[src/rtl/bit_packer_if.sv]
//------------------------------------------------------------------------------
// Module      : bit_packer_if
// Description : Field-in / word-out handshake bundle for bit_packer.
// Revision    : 1.0 - initial release
//------------------------------------------------------------------------------
`default_nettype none

interface bit_packer_if #(
    parameter int WORD_W  = 64,
    parameter int FIELD_W = 32
);
    localparam int WIDTH_W = $clog2(FIELD_W) + 1;

    logic               in_valid;
    logic               in_ready;
    logic [FIELD_W-1:0] in_data;
    logic [WIDTH_W-1:0] in_width;
    logic               flush_req;
    logic               out_valid;
    logic               out_ready;
    logic [WORD_W-1:0]  out_data;
    logic               out_last;
    logic               flush_done;

    modport slave (
        input  in_valid, in_data, in_width, flush_req, out_ready,
        output in_ready, out_valid, out_data, out_last, flush_done
    );

    modport master (
        output in_valid, in_data, in_width, flush_req, out_ready,
        input  in_ready, out_valid, out_data, out_last, flush_done
    );
endinterface

`default_nettype wire

[src/rtl/bit_packer.sv]
//------------------------------------------------------------------------------
// Module      : bit_packer
// Description : Packs variable-width fields LSB-first into WORD_W-bit words,
//               with a flush that drains a zero-padded final word.
// Revision    : 1.0 - initial release
//------------------------------------------------------------------------------
`default_nettype none

module bit_packer #(
    parameter int WORD_W  = 64,
    parameter int FIELD_W = 32
) (
    input  wire logic    clock,
    input  wire logic    rst_n,
    bit_packer_if.slave  bus
);
    localparam int BUF_W = WORD_W + FIELD_W;
    localparam int CNT_W = $clog2(BUF_W + 1);
    localparam logic [CNT_W-1:0] c_WORD_CNT = CNT_W'(WORD_W);

    typedef enum logic [0:0] {
        S_PACK  = 1'b0,
        S_FLUSH = 1'b1
    } state_t;

    state_t             r_state;
    logic [BUF_W-1:0]   r_buf;
    logic [CNT_W-1:0]   r_cnt;
    logic               r_flush_done;

    logic               w_in_ready;
    logic               w_out_valid;
    logic               w_in_fire;
    logic               w_out_fire;
    logic [BUF_W-1:0]   w_mask;
    logic [BUF_W-1:0]   w_field;
    logic [BUF_W-1:0]   w_buf_shift;
    logic [CNT_W-1:0]   w_cnt_add;

    assign w_in_ready  = (r_state == S_PACK) && (r_cnt < c_WORD_CNT);
    assign w_out_valid = (r_state == S_PACK) ? (r_cnt >= c_WORD_CNT)
                                             : (r_cnt != '0);
    assign w_in_fire   = w_in_ready && bus.in_valid;
    assign w_out_fire  = w_out_valid && bus.out_ready;

    // Mask and shift at full buffer width so a field straddling the word
    // boundary keeps its high bits in the upper part of the buffer.
    assign w_mask      = (BUF_W'(1) << bus.in_width) - BUF_W'(1);
    assign w_field     = (BUF_W'(bus.in_data) & w_mask) << r_cnt;
    assign w_buf_shift = r_buf >> WORD_W;
    assign w_cnt_add   = r_cnt + CNT_W'(bus.in_width);

    always_ff @(posedge clock) begin
        if (!rst_n) begin
            r_state      <= S_PACK;
            r_buf        <= '0;
            r_cnt        <= '0;
            r_flush_done <= 1'b0;
        end else begin
            r_flush_done <= 1'b0;
            case (r_state)
                S_PACK: begin
                    // In and out never fire together here: in_ready needs
                    // cnt below a word, out_valid needs a full word.
                    if (w_out_fire) begin
                        r_buf <= w_buf_shift;
                        r_cnt <= r_cnt - c_WORD_CNT;
                    end else if (w_in_fire) begin
                        r_buf <= r_buf | w_field;
                        r_cnt <= w_cnt_add;
                    end
                    if (bus.flush_req) begin
                        r_state <= S_FLUSH;
                    end
                end
                S_FLUSH: begin
                    if (r_cnt == '0) begin
                        r_state      <= S_PACK;
                        r_flush_done <= 1'b1;
                    end else if (w_out_fire) begin
                        r_buf <= w_buf_shift;
                        r_cnt <= (r_cnt > c_WORD_CNT) ? (r_cnt - c_WORD_CNT) : '0;
                    end
                end
                default: begin
                    r_state <= S_PACK;
                end
            endcase
        end
    end

    assign bus.in_ready   = w_in_ready;
    assign bus.out_valid  = w_out_valid;
    assign bus.out_data   = r_buf[WORD_W-1:0];
    assign bus.out_last   = (r_state == S_FLUSH) && (r_cnt <= c_WORD_CNT);
    assign bus.flush_done = r_flush_done;

endmodule

`default_nettype wire

[src/flat_wrapper.sv]
// flat-port wrapper written by rule: the top's interface ports become plain ports
module bit_packer_flat 
#(
    parameter int WORD_W  = 64,
    parameter int FIELD_W = 32
)
  (clock, rst_n, bus_in_valid, bus_in_data, bus_in_width, bus_flush_req, bus_out_ready, bus_in_ready, bus_out_valid, bus_out_data, bus_out_last, bus_flush_done);
  bit_packer_if #(.WORD_W(WORD_W), .FIELD_W(FIELD_W)) bus_i ();
  input  wire logic clock;
  input  wire logic rst_n;
  input wire logic [$bits(bus_i.in_valid)-1:0] bus_in_valid;
  input wire logic [$bits(bus_i.in_data)-1:0] bus_in_data;
  input wire logic [$bits(bus_i.in_width)-1:0] bus_in_width;
  input wire logic [$bits(bus_i.flush_req)-1:0] bus_flush_req;
  input wire logic [$bits(bus_i.out_ready)-1:0] bus_out_ready;
  output wire logic [$bits(bus_i.in_ready)-1:0] bus_in_ready;
  output wire logic [$bits(bus_i.out_valid)-1:0] bus_out_valid;
  output wire logic [$bits(bus_i.out_data)-1:0] bus_out_data;
  output wire logic [$bits(bus_i.out_last)-1:0] bus_out_last;
  output wire logic [$bits(bus_i.flush_done)-1:0] bus_flush_done;
  assign bus_i.in_valid = bus_in_valid;
  assign bus_i.in_data = bus_in_data;
  assign bus_i.in_width = bus_in_width;
  assign bus_i.flush_req = bus_flush_req;
  assign bus_i.out_ready = bus_out_ready;
  assign bus_in_ready = bus_i.in_ready;
  assign bus_out_valid = bus_i.out_valid;
  assign bus_out_data = bus_i.out_data;
  assign bus_out_last = bus_i.out_last;
  assign bus_flush_done = bus_i.flush_done;
  bit_packer #(.WORD_W(WORD_W), .FIELD_W(FIELD_W)) u_core (.clock(clock), .rst_n(rst_n), .bus(bus_i));
endmodule
[config.mk]
export PLATFORM = sky130hd
export DESIGN_NAME = bit_packer_flat
export DESIGN_NICKNAME = d
export VERILOG_FILES = /design/src/rtl/bit_packer_if.sv /design/src/rtl/bit_packer.sv /design/src/flat_wrapper.sv
export SDC_FILE = /design/constraint.sdc
export NUM_CORES = 1
export LEC_CHECK = 0
export ABC_AREA = 1
export BUFFER_PORTS_ARGS = -buffer_cell sky130_fd_sc_hd__buf_4
export CAP_MARGIN = 20
export CORE_UTILIZATION = 45
export CTS_CLUSTER_DIAMETER = 60
export DETAILED_ROUTE_END_ITERATION = 16
export PLACE_DENSITY_LB_ADDON = 0.08
export REMOVE_ABC_BUFFERS = 1
export SLEW_MARGIN = 5
export SYNTH_ARGS = -nofsm -noshare
export SYNTH_HDL_FRONTEND = slang
export SYNTH_SLANG_ARGS = --single-unit
[constraint.sdc]
create_clock -name clock -period 2.59 [get_ports clock]
set_input_delay 0.3885 -clock clock [delete_from_list [all_inputs] [get_ports clock]]
set_output_delay 0.3885 -clock clock [all_outputs]
set_load 0.1 [all_outputs]
* Word level (Yosys, flattened, before mapping) *
Index checks and enable logic that the tools add are counted.
W data, S select, Z words.

word-level totals
  register bits after elaboration = 105
  output and inout port bits = 68
  logic and storage cells = 43

cells by class
  add/sub/neg operators = 3
  order comparisons = 4
  eq/ne operators = 3
  shift operators = 2
  muxes and demuxes = 16
  bitwise operators = 3
  reductions and logical operators = 8

operators with widths
  operator                 number
  $mux W96                 4
  $pmux W96 S2             1
  $and A32 B96 Y96         1
  $or A96 B96 Y96          1
  $shl A1 B6 Y96 const A   1
  $shl A96 B7 Y96          1
  $sub A96 B2 Y96 const B  1
  $mux W7                  5
  $pmux W7 S2              1
  $add A7 B6 Y7            1
  $ge A7 B7 Y1 const B     1
  $gt A7 B7 Y1 const B     1
  $le A7 B7 Y1 const B     1
  $logic_not A7 Y1         1
  $lt A7 B7 Y1 const B     1
  $reduce_bool A7 Y1       1
  $sub A7 B7 Y7 const B    1
  $logic_and A1 B1 Y1      4
  $mux W1                  4
  $ne A2 B2 Y1 const B     2
  $ne A3 B1 Y1 const B     1
  $reduce_and A3 Y1        1
  $pmux W1 S2              1
  $reduce_and A2 Y1        1
  $not A1 Y1               1

* Logic depth before layout (Yosys ltp) *
Gate-level depths: netlist of run 1.

  word-level depth = 8
  gate-level depth with buffers = 25
  mapped depth without buffers = 24

* Least setup slack after synthesis of run 1 *
Ideal clock, no wire load.

  path kind = register to register
  start = register u_core.r_cnt[0]
  end = register u_core.r_buf[73]
  arrival time = 3.439 ns
  slack = -0.914 ns
  cell stages (with the launch flop) = 15
  clock period less this slack = 3.504 ns
  path through = dfxtp_1 > clkbuf_1 > nor3_1 > nand2_1 > nor2_1 > nor2_1 > nand2_1 > nand2_1 > clkinv_1 > nor2_1 > inv_1 > clkbuf_1 > a21oi_1 > a21oi_1 > nor2_1

between the ends
  cells in the longest elaborated chain, start to end = 5

RTL lines
  element                                                      line                                source
  start, declared                                              bit_packer.sv:28                    logic [CNT_W-1:0] r_cnt;
  start signal, assigned                                       bit_packer.sv:67                    r_cnt <= r_cnt - c_WORD_CNT;
  start signal, assigned                                       bit_packer.sv:70                    r_cnt <= w_cnt_add;
  start signal, assigned                                       bit_packer.sv:82                    r_cnt <= (r_cnt > c_WORD_CNT) ? (r_cnt - c_WORD_CNT) : '0;
  $ge A7 B7 Y1 or $reduce_bool A7 Y1 (tied branches)           bit_packer.sv:41, bit_packer.sv:42
  $mux W1 *                                                    bit_packer.sv:41                    assign w_out_valid = (r_state == S_PACK) ? (r_cnt >= c_WORD_CNT)
  via bus_out_valid                                            flat_wrapper.sv:17                  output wire logic [$bits(bus_i.out_valid)-1:0] bus_out_valid;
  $logic_and A1 B1 Y1 *                                        bit_packer.sv:44                    assign w_out_fire = w_out_valid && bus.out_ready;
  $ne A3 B1 Y1 (no line), or another cell as far along         n/a
  $reduce_and A3 Y1 (no line) or $pmux W96 S2 (tied branches)  n/a
  end signal, assigned                                         bit_packer.sv:66                    r_buf <= w_buf_shift;
  end signal, assigned                                         bit_packer.sv:69                    r_buf <= r_buf | w_field;
  end signal, assigned                                         bit_packer.sv:81                    r_buf <= w_buf_shift;
  end, declared                                                bit_packer.sv:27                    logic [BUF_W-1:0] r_buf;

The timed path passes the listed nets; every way through them passes the cells marked *. The select of a mux whose other input is x is not followed.
A chain may end at the register's enable or synchronous reset.

* Final worst setup path of run 1 *
  start = input bus_in_width[1]
  end = register u_core.r_buf[78]

between the ends
  cells in the longest elaborated chain, start to end = 8

RTL lines
  element           line                source
  start, declared   flat_wrapper.sv:13  input wire logic [$bits(bus_i.in_width)-1:0] bus_in_width;
  $shl A1 B6 Y96    bit_packer.sv:48    assign w_mask = (BUF_W'(1) << bus.in_width) - BUF_W'(1);
  $sub A96 B2 Y96   bit_packer.sv:48
  $and A32 B96 Y96  bit_packer.sv:49    assign w_field = (BUF_W'(bus.in_data) & w_mask) << r_cnt;
  $shl A96 B7 Y96   bit_packer.sv:49
  $or A96 B96 Y96   bit_packer.sv:69
  $mux W96          bit_packer.sv:68    end else if (w_in_fire) begin
  $mux W96          bit_packer.sv:65    if (w_out_fire) begin
  $pmux W96 S2      bit_packer.sv:61    case (r_state)

No other way between the ends. The select of a mux whose other input is x is not followed.

==> impl_metrics.csv, run 1 <==
group,metric,value,unit
logic_synthesis,ys_async_sr_fraction,0,%
logic_synthesis,synthCells,1543,
clock_tree,cts_max_path_buffers,2,
layout,diodes,0,
clock_tree,numCtsBuffers,9,
clock_tree,htreeDepth,3,
sta,setup_viol,0,
layout,final_area,12300,µm²
global_routing,antenna_found_initial,0,
logic_synthesis,yosysSeqAreaShare,22.4,%
logic_synthesis,synth_top_area_share,22.4,%
power,peakVddDrop,571,µV
logic_synthesis,yosys.area.top_type,"dfxtp_1",
setup_path,critPathLaunch,"bus_in_width[1]",
power,leakagePower,5.79,nW
global_routing,grt_pass1_vias,10200,
place,io_buffers,110,
layout,drive_gt1_share,32.9,%
setup_path,endpoint_kind,"register",
setup_path,crit_required,2.84,ns
global_routing,grt_max_degree,50,
die,initial_core_util,46.1,%
setup_path,critical_path_arrival,2.75,ns
global_routing,grt_pass1_wl,56800,µm
die,coreArea,20400,µm²
logic_synthesis,ys_seq_elements,105,
logic_synthesis,synth_area_per_cell,6.09,µm²
setup_path,cp_max_fo,6,
die,die_area,21500,µm²
sta,setup_tns,0,ns
outcome,status,"finished, final reports clean",
clock_tree,cts.sinks,105,
route,via_per_inst,5.75,
job,maxCapViolCount,0,
sta,max_slew_margin,56.3,%
sta,clock_skew,0.0196,ns
setup_path,worstPathCellList,"buf_6 -> inv_4 -> buf_6 -> nor2_4 -> nand4_1 -> buf_4 -> xor2_1 -> a31oi_1 -> buf_4 -> nand2_1 -> o21ai_4 -> nand2_2 -> nand2_1 -> nand2_1 -> buf_4 -> nand3_1 -> a21oi_1 -> a21oi_2 -> nor2_1",
logic_synthesis,synth_edf_count,0,
setup_path,r2r-start,"u_core.r_cnt[3]$_SDFFE_PN0P_",
route,drc,0,
logic_synthesis,syn_area,9390,µm²
min_path,hp-class,"input pin to register",
sta,hold_viol_final,0,
place,hpwl,27300,µm
layout,utilization,60.3,%
min_path,min_from,"bus_flush_req",
logic_synthesis,synth_ff_type,"dfxtp_1",
layout,fill_cells,2045,
sta,period_minus_slack,2.50,ns
setup_path,cpPeakStageDelay,0.25,ns
route,drtIter0Drc,1057,
die,die_h,146,µm
logic_synthesis,ys_warn_count,0,
layout,area_growth,30.7,%
logic_synthesis,synth_cell_type_count,47,
clock_tree,cts_tree,"built",
global_routing,gr-usage-all-layers,33.9,%
global_routing,grt-ovfl-total,0,
clock_tree,postCtsHoldBufs,0,
place,dpl_cell_area,10900,µm²
clock_tree,clk-insertion-delay-late,0.37,ns
die,die_x,146,µm
layout,nNetsFinal,1728,
route,wirelength,37000,µm
setup_path,cpMaxStageDelayCell,"a31oi_1",
logic_synthesis,synth_area_leaders,"dfxtp_1, nand3_1, nand2_1",
route,ant_nets,0,
sta,tightest_slew,0.655,ns
route,vias,11200,
clock_tree,clkSlewWorstSetupHoldPaths,0.07,ns
power,pwr_density_cell,758,nW/µm²
clock_tree,cts_root_buf,"clkbuf_16",
sta,drv_slew,0,
route,dr.pass1.iters,6,
route,wire_per_inst,18.9,µm
sta,period_share,96.4,%
place,gp_congestion,0.953,
setup_path,criticalPathCategory,"input pin to register",
sta,fmax,401,MHz
setup_path,cp-start-kind,"input pin",
die,rows,52,
die,pin_count,111,
state kept, by name (all words and copies together) (netlist names):
register and cells:
u_core.bus.flush_done 1, u_core.r_buf 96, u_core.r_cnt 7, u_core.r_state 1
final cells by class:
| cell class | instances | area (µm²) | share of cell area [%] |
|---|---|---|---|
| inverters | 117 | 452 | 3.68 |
| flip-flops and latches | 105 | 2100 | 17.1 |
| well taps | 270 | 338 | 2.75 |
| multi-input cells | 1159 | 6710 | 54.7 |
| clock inverters | 7 | 86.3 | 0.703 |
| repair buffers | 285 | 2360 | 19.2 |
| clock buffers | 9 | 225 | 1.83 |
worst max-delay path: cells and delay by family:
| family | cells | cell delay [ns] |
|---|---|---|
| buffers and inverters | 6 | 0.80 |
| and+or+nand+nor | 8 | 0.84 |
| AOI/OAI and AO/OA | 4 | 0.58 |
| xor gates and xnor gates | 1 | 0.15 |
power breakdown:
part           leakage [nW]  switching, mW  internal, mW
Sequential            0.856          0.159          1.83
Clock                 0.154          0.708         0.770
Combinational          4.78           4.09          1.75
synth_stat cells (6+ instances only):
| library cell | n |
|---|---|
| inv_1 | 104 |
| nor2_1 | 90 |
| a31oi_1 | 10 |
| o22ai_1 | 31 |
| buf_1 | 12 |
| nand3_2 | 27 |
| clkbuf_1 | 43 |
| o21bai_1 | 13 |
| a21oi_1 | 123 |
| nand4_2 | 6 |
| clkinv_1 | 6 |
| nand2_2 | 19 |
| buf_2 | 24 |
| nand2_1 | 377 |
| o21ai_1 | 8 |
| buf_6 | 7 |
| nand3_1 | 289 |
| inv_2 | 6 |
| ha_1 | 7 |
| nand4_1 | 51 |
| nor2_4 | 8 |
| o21ai_0 | 50 |
| dfxtp_1 | 105 |
| buf_4 | 75 |
| nor2_2 | 8 |
cell families after synthesis:
logic type	count (synthesis)	share of synthesized area, %
flops	105	22.4
simple gates	901	46.6
xor+xnor	5	0.466
fa+ha+maj	8	1.15
buf+inv	279	15.1
compound gates	245	14.3
metrics by stage:
step,setup WS [ns],total power [mW],hold WS [ns],std cells
CTS,0.0256,8.92,0.280,1942
floorplan,-4.87,5.56,0.431,1381
detailed placement,-0.342,7.44,0.441,1926
global placement,-0.347,7.42,0.440,1926
finish,0.0934,9.31,0.285,1952
global route,-0.0468,9.82,0.340,1952
cells in the final DEF, fill, tap and decap left out, types with 3 or more instances in the layout:
master	instances
a21oi_2	12
o21ai_1	6
ha_1	6
clkinv_1	6
nor2_1	75
inv_2	4
nand3_1	211
o21ai_0	46
nand2_2	56
nor2_4	14
nand4_2	4
nand3_4	8
nor2_2	17
buf_4	260
o22ai_1	31
nand4_4	4
nand3_2	97
inv_1	103
nor3_1	3
nand2_4	12
buf_12	12
nand4_1	51
and2_1	4
o21bai_1	13
o211ai_1	4
a21oi_1	115
clkbuf_16	10
dfxtp_1	104
nand2_1	330
inv_4	3
nand3b_1	3
inv_6	4
a31oi_1	9
buf_6	10
o21ai_2	4
layer usage:
metal	share of wire [%]	GRT usage [%]
met1	45	46.8
met4	3.0	9.90
met2	46	55.0
met3	6.2	4.38
met5	0	0
repair_timing:
action / in CTS / in global routing
endpoints found under the setup margin: 0 / 91
setup buffers: 0 / 9
resized for setup: 0 / 216
path summary, 6_finish.rpt:
check | end | slack (ns) | cells past startpoint
setup / recovery | u_core.r_buf[78]$_SDFFE_PN0P_ | 0.09 | 19
hold / removal | u_core.r_state$_SDFF_PN0_ | 0.28 | 3
setup reg to reg | u_core.r_buf[45]$_SDFFE_PN0P_ | 0.22 | 9
hold reg to reg | u_core.r_buf[85]$_SDFFE_PN0P_ | 0.45 | 2
Power figures use the tool's default switching activity.
==> inputs of run 2 (changes only) <==
Settings changed: CORE_MARGIN from default to 2, CORE_UTILIZATION 45 to 54.
==> run 2 against run 1 <==
  * Global-route usage increased by 3.6 points
  * Largest power group unchanged
  * Cell area decreased by 2.9%
  * Critical path type unchanged
  * Setup slack lost 0.018 ns
  * Clock skew down 0.0061 ns
  * Non-clock buffer count rose by 3
==> impl_metrics.csv, run 2 (synthesized netlist as in run 1, its figures left out) <==
group,metric,value,unit
layout,top_register,"u_core.r_buf",
die,die_x,136,µm
clock_tree,cts_tree,"built",
layout,biggestRegsByFlops,"u_core.r_buf: 96 flops, u_core.r_cnt: 7 flops",
setup_path,reg2reg_depth,11,
sta,drv_slew,0,
sta,max_slew_margin,52.1,%
place,gp_congestion,1.02,
layout,utilization,69.4,%
clock_tree,htreeDepth,3,
layout,diodes,0,
route,drtIter0Drc,1315,
power,power.switching,4.87,mW
min_path,hp-class,"input pin to register",
power,combPwrFrac,63.2,%
layout,mostFrequentLayoutCell,"nand2_1",
layout,multiInputGateArea,6490,µm²
clock_tree,cts.sinks,105,
sta,setup_viol,0,
setup_path,r2r_end,"u_core.r_buf[44]$_SDFFE_PN0P_",
clock_tree,cts_max_path_buffers,2,
setup_path,critical_path_arrival,2.80,ns
power,peakVddDrop,678,µV
setup_path,cp_max_fo,8,
power,p_clk_share,14.8,%
setup_path,critPathBufInv,5,
clock_tree,postCtsHoldBufs,0,
global_routing,grt_max_degree,59,
setup_path,crit_required,2.87,ns
route,dr.pass1.iters,7,
die,coreArea,17200,µm²
place,hpwl,26300,µm
setup_path,cpMaxStageDelayCell,"nor2_2",
sta,fin_ws,0.0755,ns
clock_tree,clk-insertion-delay-late,0.37,ns
setup_path,cpPeakStageDelay,0.20,ns
sta,rsz0062_at_grt,"yes",
power,swShare,53.8,%
die,die_h,136,µm
sta,holdWs,0.299,ns
layout,largest_reg_flops,96,
job,maxCapViolCount,0,
setup_path,endpoint_kind,"register",
setup_path,criticalPathCategory,"input pin to register",
layout,final_area,11900,µm²
sta,period_minus_slack,2.51,ns
setup_path,path_depth,23,
place,place_ws,-0.365,ns
setup_path,critPathLaunch,"bus_in_width[5]",
clock_tree,clkSlewWorstSetupHoldPaths,0.08,ns
global_routing,grt_pass1_wl,54100,µm
global_routing,antenna_found_initial,0,
setup_path,path_delay_family,"simple AND/OR/NAND/NOR gates",
place,io_buffers,110,
layout,layout_common_cells,"nand2_1, buf_4, nand3_1",
layout,drive_gt1_share,30.8,%
power,leakagePower,5.68,nW
min_path,whs_path_depth,3,
setup_path,path_common_cell,"nand2_1",
route,via_per_inst,6.03,
setup_path,r2r_setup_slack,0.14,ns
layout,area_growth,27.0,%
sta,tightest_slew,0.718,ns
setup_path,r2r-start,"u_core.r_cnt[5]$_SDFFE_PN0P_",
route,wire_per_inst,18.9,µm
die,die_area,18500,µm²
sta,clock_skew,0.0135,ns
route,drc,0,
layout,fill_cells,1569,
die,initial_core_util,54.7,%
die,rows,48,
route,ant_nets,0,
die,pin_count,111,
sta,fmax,398,MHz
setup_path,cp-endpoint,"u_core.r_buf[44]$_SDFFE_PN0P_",
power,pwr_density_cell,758,nW/µm²
setup_path,cp-start-kind,"input pin",
layout,ff_latch_area,2100,µm²
sta,period_share,97.1,%
global_routing,grt_pass1_vias,10100,
clock_tree,numCtsBuffers,9,
sta,hold_viol_final,0,
clock_tree,cts_root_buf,"clkbuf_16",
place,dpl_cell_area,10800,µm²
power,p_seq_share,22.0,%
sta,setup_tns,0,ns
setup_path,worstPathCellList,"buf_8 -> nor2_4 -> buf_12 -> buf_12 -> nand2_1 -> buf_4 -> nand2_2 -> nor2_2 -> nand2_1 -> nor2_2 -> nand2_1 -> nand2_1 -> nand3_2 -> nand2_2 -> nand3_4 -> nand2_4 -> buf_4 -> nand3_1 -> nand2_2 -> nand3_2 -> nand2_1 -> nand2_1 -> a21oi_1",
global_routing,gr-usage-all-layers,37.5,%
route,vias,11500,
layout,nNetsFinal,1731,
outcome,status,"finished, final reports clean",
route,wirelength,36100,µm
power,power.internal,4.18,mW
global_routing,grt-ovfl-total,0,
## run 2: cell count changes in the layout (fill, tap and decap cells not counted), sizes merged
cell / delta
inv: -1
bufinv: -1
clkinvlp: +1
buf: +4
## run 2: what timing repair did
action | 4_1_cts | 5_1_grt
setup endpoints to repair | 3 | 81
resized for setup | 3 | 168
buffers inserted | 0 | 14
pin swaps | 2 | 61
endpoints found under the hold margin | 0 | 0
## run 2: power groups by stage
stage               registers (mW)  logic, mW  clock network (mW)
floorplan                     3.33       2.24                   0
global placement              2.01       5.25                   0
detailed placement            2.02       5.32                   0
CTS                           1.98       5.34                1.35
global route                  2.01       6.08                1.40
finish                        1.99       5.72                1.34
## run 2: cell type report
class | instances | share of cell area (%)
tap | 225 | 2.36
timing repair buffer | 288 | 19.5
clock buffer | 10 | 1.92
multi-input combinational | 1159 | 54.4
sequential | 105 | 17.6
clock inverter | 6 | 0.430
inverter | 117 | 3.78
## run 2: worst reg2reg max path: stages (launching register included)
cell and delay [ns]:
dfxtp_1 0.33, buf_4 0.24, inv_1 0.11, nor2_1 0.14, inv_1 0.06, nor2_1 0.43, inv_1 0.48, o21bai_1 0.28
inv_1 0.07, nand2_1 0.06, nand2_1 0.05, a21oi_1 0.13
## run 2: worst min path at each step
stage                             startpoint                             to  slack, ns
5_1_grt                        bus_flush_req      u_core.r_state$_SDFF_PN0_       0.32
3_5_place_dp   u_core.r_buf[86]$_SDFFE_PN0P_  u_core.r_buf[86]$_SDFFE_PN0P_       0.44
6_report                       bus_flush_req      u_core.r_state$_SDFF_PN0_       0.30
3_3_place_gp   u_core.r_buf[92]$_SDFFE_PN0P_  u_core.r_buf[92]$_SDFFE_PN0P_       0.44
4_1_cts                        bus_flush_req      u_core.r_state$_SDFF_PN0_       0.31
2_1_floorplan  u_core.r_buf[65]$_SDFFE_PN0P_  u_core.r_buf[65]$_SDFFE_PN0P_       0.43
## run 2: per-stage QoR
| step | cells | power [mW] |
|---|---|---|
| floorplan | 1381 | 5.56 |
| global placement | 1880 | 7.27 |
| detailed placement | 1880 | 7.34 |
| CTS | 1896 | 8.67 |
| global route | 1910 | 9.49 |
| finish | 1910 | 9.05 |
## run 2: metal layers
metal	up-vias	wire, µm	track usage (%)	share of wire, %
li1	5417	-	-	-
met1	5290	14600	50.6	40
met2	686	16500	60.0	46
met3	119	3520	6.23	9.7
met4	0	1490	14.8	4.1
met5	-	0	0	0
==> inputs of run 3 (changes only) <==
Settings changed: CORE_UTILIZATION 54 to 55.
Clock period 2.59 ns to 2.6 ns, I/O delays scaled along.
==> run 3 against run 2 <==
  * Cell area down 2.5%
  * Sequential power barely moved
  * Largest power group unchanged
  * Worst hold slack better by 0.014 ns
  * Combinational power decreased by 3.5%
  * Critical path depth increased by 1
==> impl_metrics.csv, run 3 (synthesized netlist as in run 1, its figures left out) <==
group,metric,value,unit
sta,fmax,390,MHz
layout,top_register,"u_core.r_buf",
route,drc,0,
global_routing,grt_pass1_vias,10200,
clock_tree,cts_max_path_buffers,2,
route,vias,11300,
clock_tree,postCtsHoldBufs,0,
clock_tree,cts_root_buf,"clkbuf_16",
layout,mostFrequentLayoutCell,"nand2_1",
layout,area_growth,23.8,%
sta,period_minus_slack,2.56,ns
die,pin_count,111,
sta,tightest_slew,0.604,ns
global_routing,grt_pass1_wl,53400,µm
die,coreArea,16600,µm²
clock_tree,cts_tree,"built",
min_path,hp-class,"input pin to register",
place,dp.cells,1858,
layout,layout_common_cells,"nand2_1, nand3_1, buf_4",
power,pwr_density_cell,759,nW/µm²
place,hpwl,25700,µm
setup_path,crit_required,2.90,ns
sta,clock_skew,0.0128,ns
sta,setup_viol,0,
place,gp_congestion,1.01,
global_routing,grt_max_degree,50,
clock_tree,clkSlewWorstSetupHoldPaths,0.07,ns
place,io_buffers,110,
setup_path,cpMaxStageDelayCell,"nor2_4",
route,via_per_inst,5.97,
clock_tree,htreeDepth,3,
sta,hold_viol_final,0,
power,leakagePower,5.54,nW
route,drtIter0Drc,1388,
setup_path,endpoint_kind,"register",
setup_path,criticalPathCategory,"input pin to register",
outcome,status,"finished, final reports clean",
setup_path,path_common_cell,"nand2_2",
setup_path,cpPeakStageDelay,0.21,ns
sta,drv_slew,0,
job,maxCapViolCount,0,
layout,fin_cells,1886,
layout,largest_reg_flops,96,
clock_tree,cts.sinks,105,
power,peakVddDrop,812,µV
layout,biggestRegsByFlops,"u_core.r_buf: 96 flops, u_core.r_cnt: 7 flops",
sta,rsz0062_at_grt,"yes",
setup_path,cp_max_fo,6,
route,wire_per_inst,18.7,µm
layout,fill_cells,1490,
layout,nNetsFinal,1712,
setup_path,critical_path_arrival,2.86,ns
die,initial_core_util,56.4,%
die,die_x,135,µm
sta,holdWs,0.313,ns
setup_path,r2r_setup_slack,0.25,ns
die,die_area,18100,µm²
route,ant_nets,0,
layout,diodes,0,
global_routing,antenna_found_initial,0,
setup_path,cp-start-kind,"input pin",
die,rows,47,
setup_path,worstPathCellList,"buf_12 -> nor2_4 -> buf_12 -> buf_8 -> nand4_1 -> nand2_2 -> nor2_4 -> nand2_8 -> nor2_4 -> buf_6 -> nand2_2 -> nand2_2 -> nand3_4 -> nand2_4 -> nand3_4 -> nand2_4 -> nand2_4 -> nand2_4 -> nand2_2 -> nand2_2 -> nand3_2 -> nand2_1 -> nand2_1 -> a21oi_2",
place,dpl_cell_area,10700,µm²
sta,period_share,98.5,%
route,dr.pass1.iters,8,
layout,final_area,11600,µm²
global_routing,gr-usage-all-layers,37.2,%
clock_tree,clk-insertion-delay-late,0.37,ns
die,die_h,135,µm
layout,drive_gt1_share,27.4,%
sta,max_slew_margin,59.3,%
clock_tree,numCtsBuffers,9,
route,wirelength,35300,µm
global_routing,grt-ovfl-total,0,
-- run 3: cell types whose count changed in the layout (fill, tap and decap cells not counted), sizes merged --
cell	change
inv	-2
clkinvlp	+3
buf	-21
clkinv	-1
nor2	+1
clkbuf	+1
-- run 3: area by class of cell --
type / instances / area [µm²] / area share (%)
Clock buffer: 10 / 229 / 1.97
Clock inverter: 6 / 43.8 / 0.377
Inverter: 117 / 453 / 3.90
Multi-Input combinational cell: 1160 / 6320 / 54.4
Sequential cell: 105 / 2100 / 18.1
Tap cell: 220 / 275 / 2.37
Timing Repair Buffer: 268 / 2200 / 18.9
-- run 3: repair_timing --
action / CTS / global route
pin swaps: 1 / 38
endpoints found under the setup margin: 1 / 85
resized for setup: 0 / 121
gates cloned: 0 / 2
hold endpoints to repair: 0 / 0
buffers inserted: 0 / 10
-- run 3: critical path, delay by kind of cell --
kind / cells / cell delay (ns)
AOI/OAI and AO/OA: 1 / 0.15
buffers and inverters: 4 / 0.47
and+or+nand+nor: 19 / 1.82
-- run 3: power by group --
part / internal [mW] / leakage [nW] / switching (mW)
clock: 0.653 / 0.126 / 0.646
combinational: 1.59 / 4.56 / 3.93
sequential: 1.82 / 0.856 / 0.176
total: 4.07 / 5.54 / 4.75
-- run 3: worst paths after layout --
| check | start | end | depth (start not counted) |
|---|---|---|---|
| max reg2reg | u_core.r_cnt[2]$_SDFFE_PN0P_ | u_core.r_cnt[5]$_SDFFE_PN0P_ | 12 |
| min reg2reg | u_core.r_buf[82]$_SDFFE_PN0P_ | u_core.r_buf[82]$_SDFFE_PN0P_ | 2 |
| max | bus_in_width[5] | u_core.r_buf[39]$_SDFFE_PN0P_ | 24 |
| min | bus_flush_req | u_core.r_state$_SDFF_PN0_ | 3 |
-- run 3: metrics by stage --
step / util, % / setup TNS [ns] / setup WS, ns / power (mW)
floorplan: - / -431.53 / -4.86 / 5.54
global placement: 64.2 / -20.86 / -0.364 / 7.17
detailed placement: 64.2 / -21.31 / -0.336 / 7.23
CTS: 65.9 / 0 / 0.0109 / 8.52
global route: 69.8 / -2.33 / -0.0917 / 9.28
finish: 69.8 / 0 / 0.0385 / 8.82
-- run 3: layer usage --
metal / track usage [%] / part of all wire [%]
met5: 0 / 0
met4: 12.7 / 3.8
met3: 6.53 / 9.9
met2: 59.9 / 46
met1: 50.2 / 41
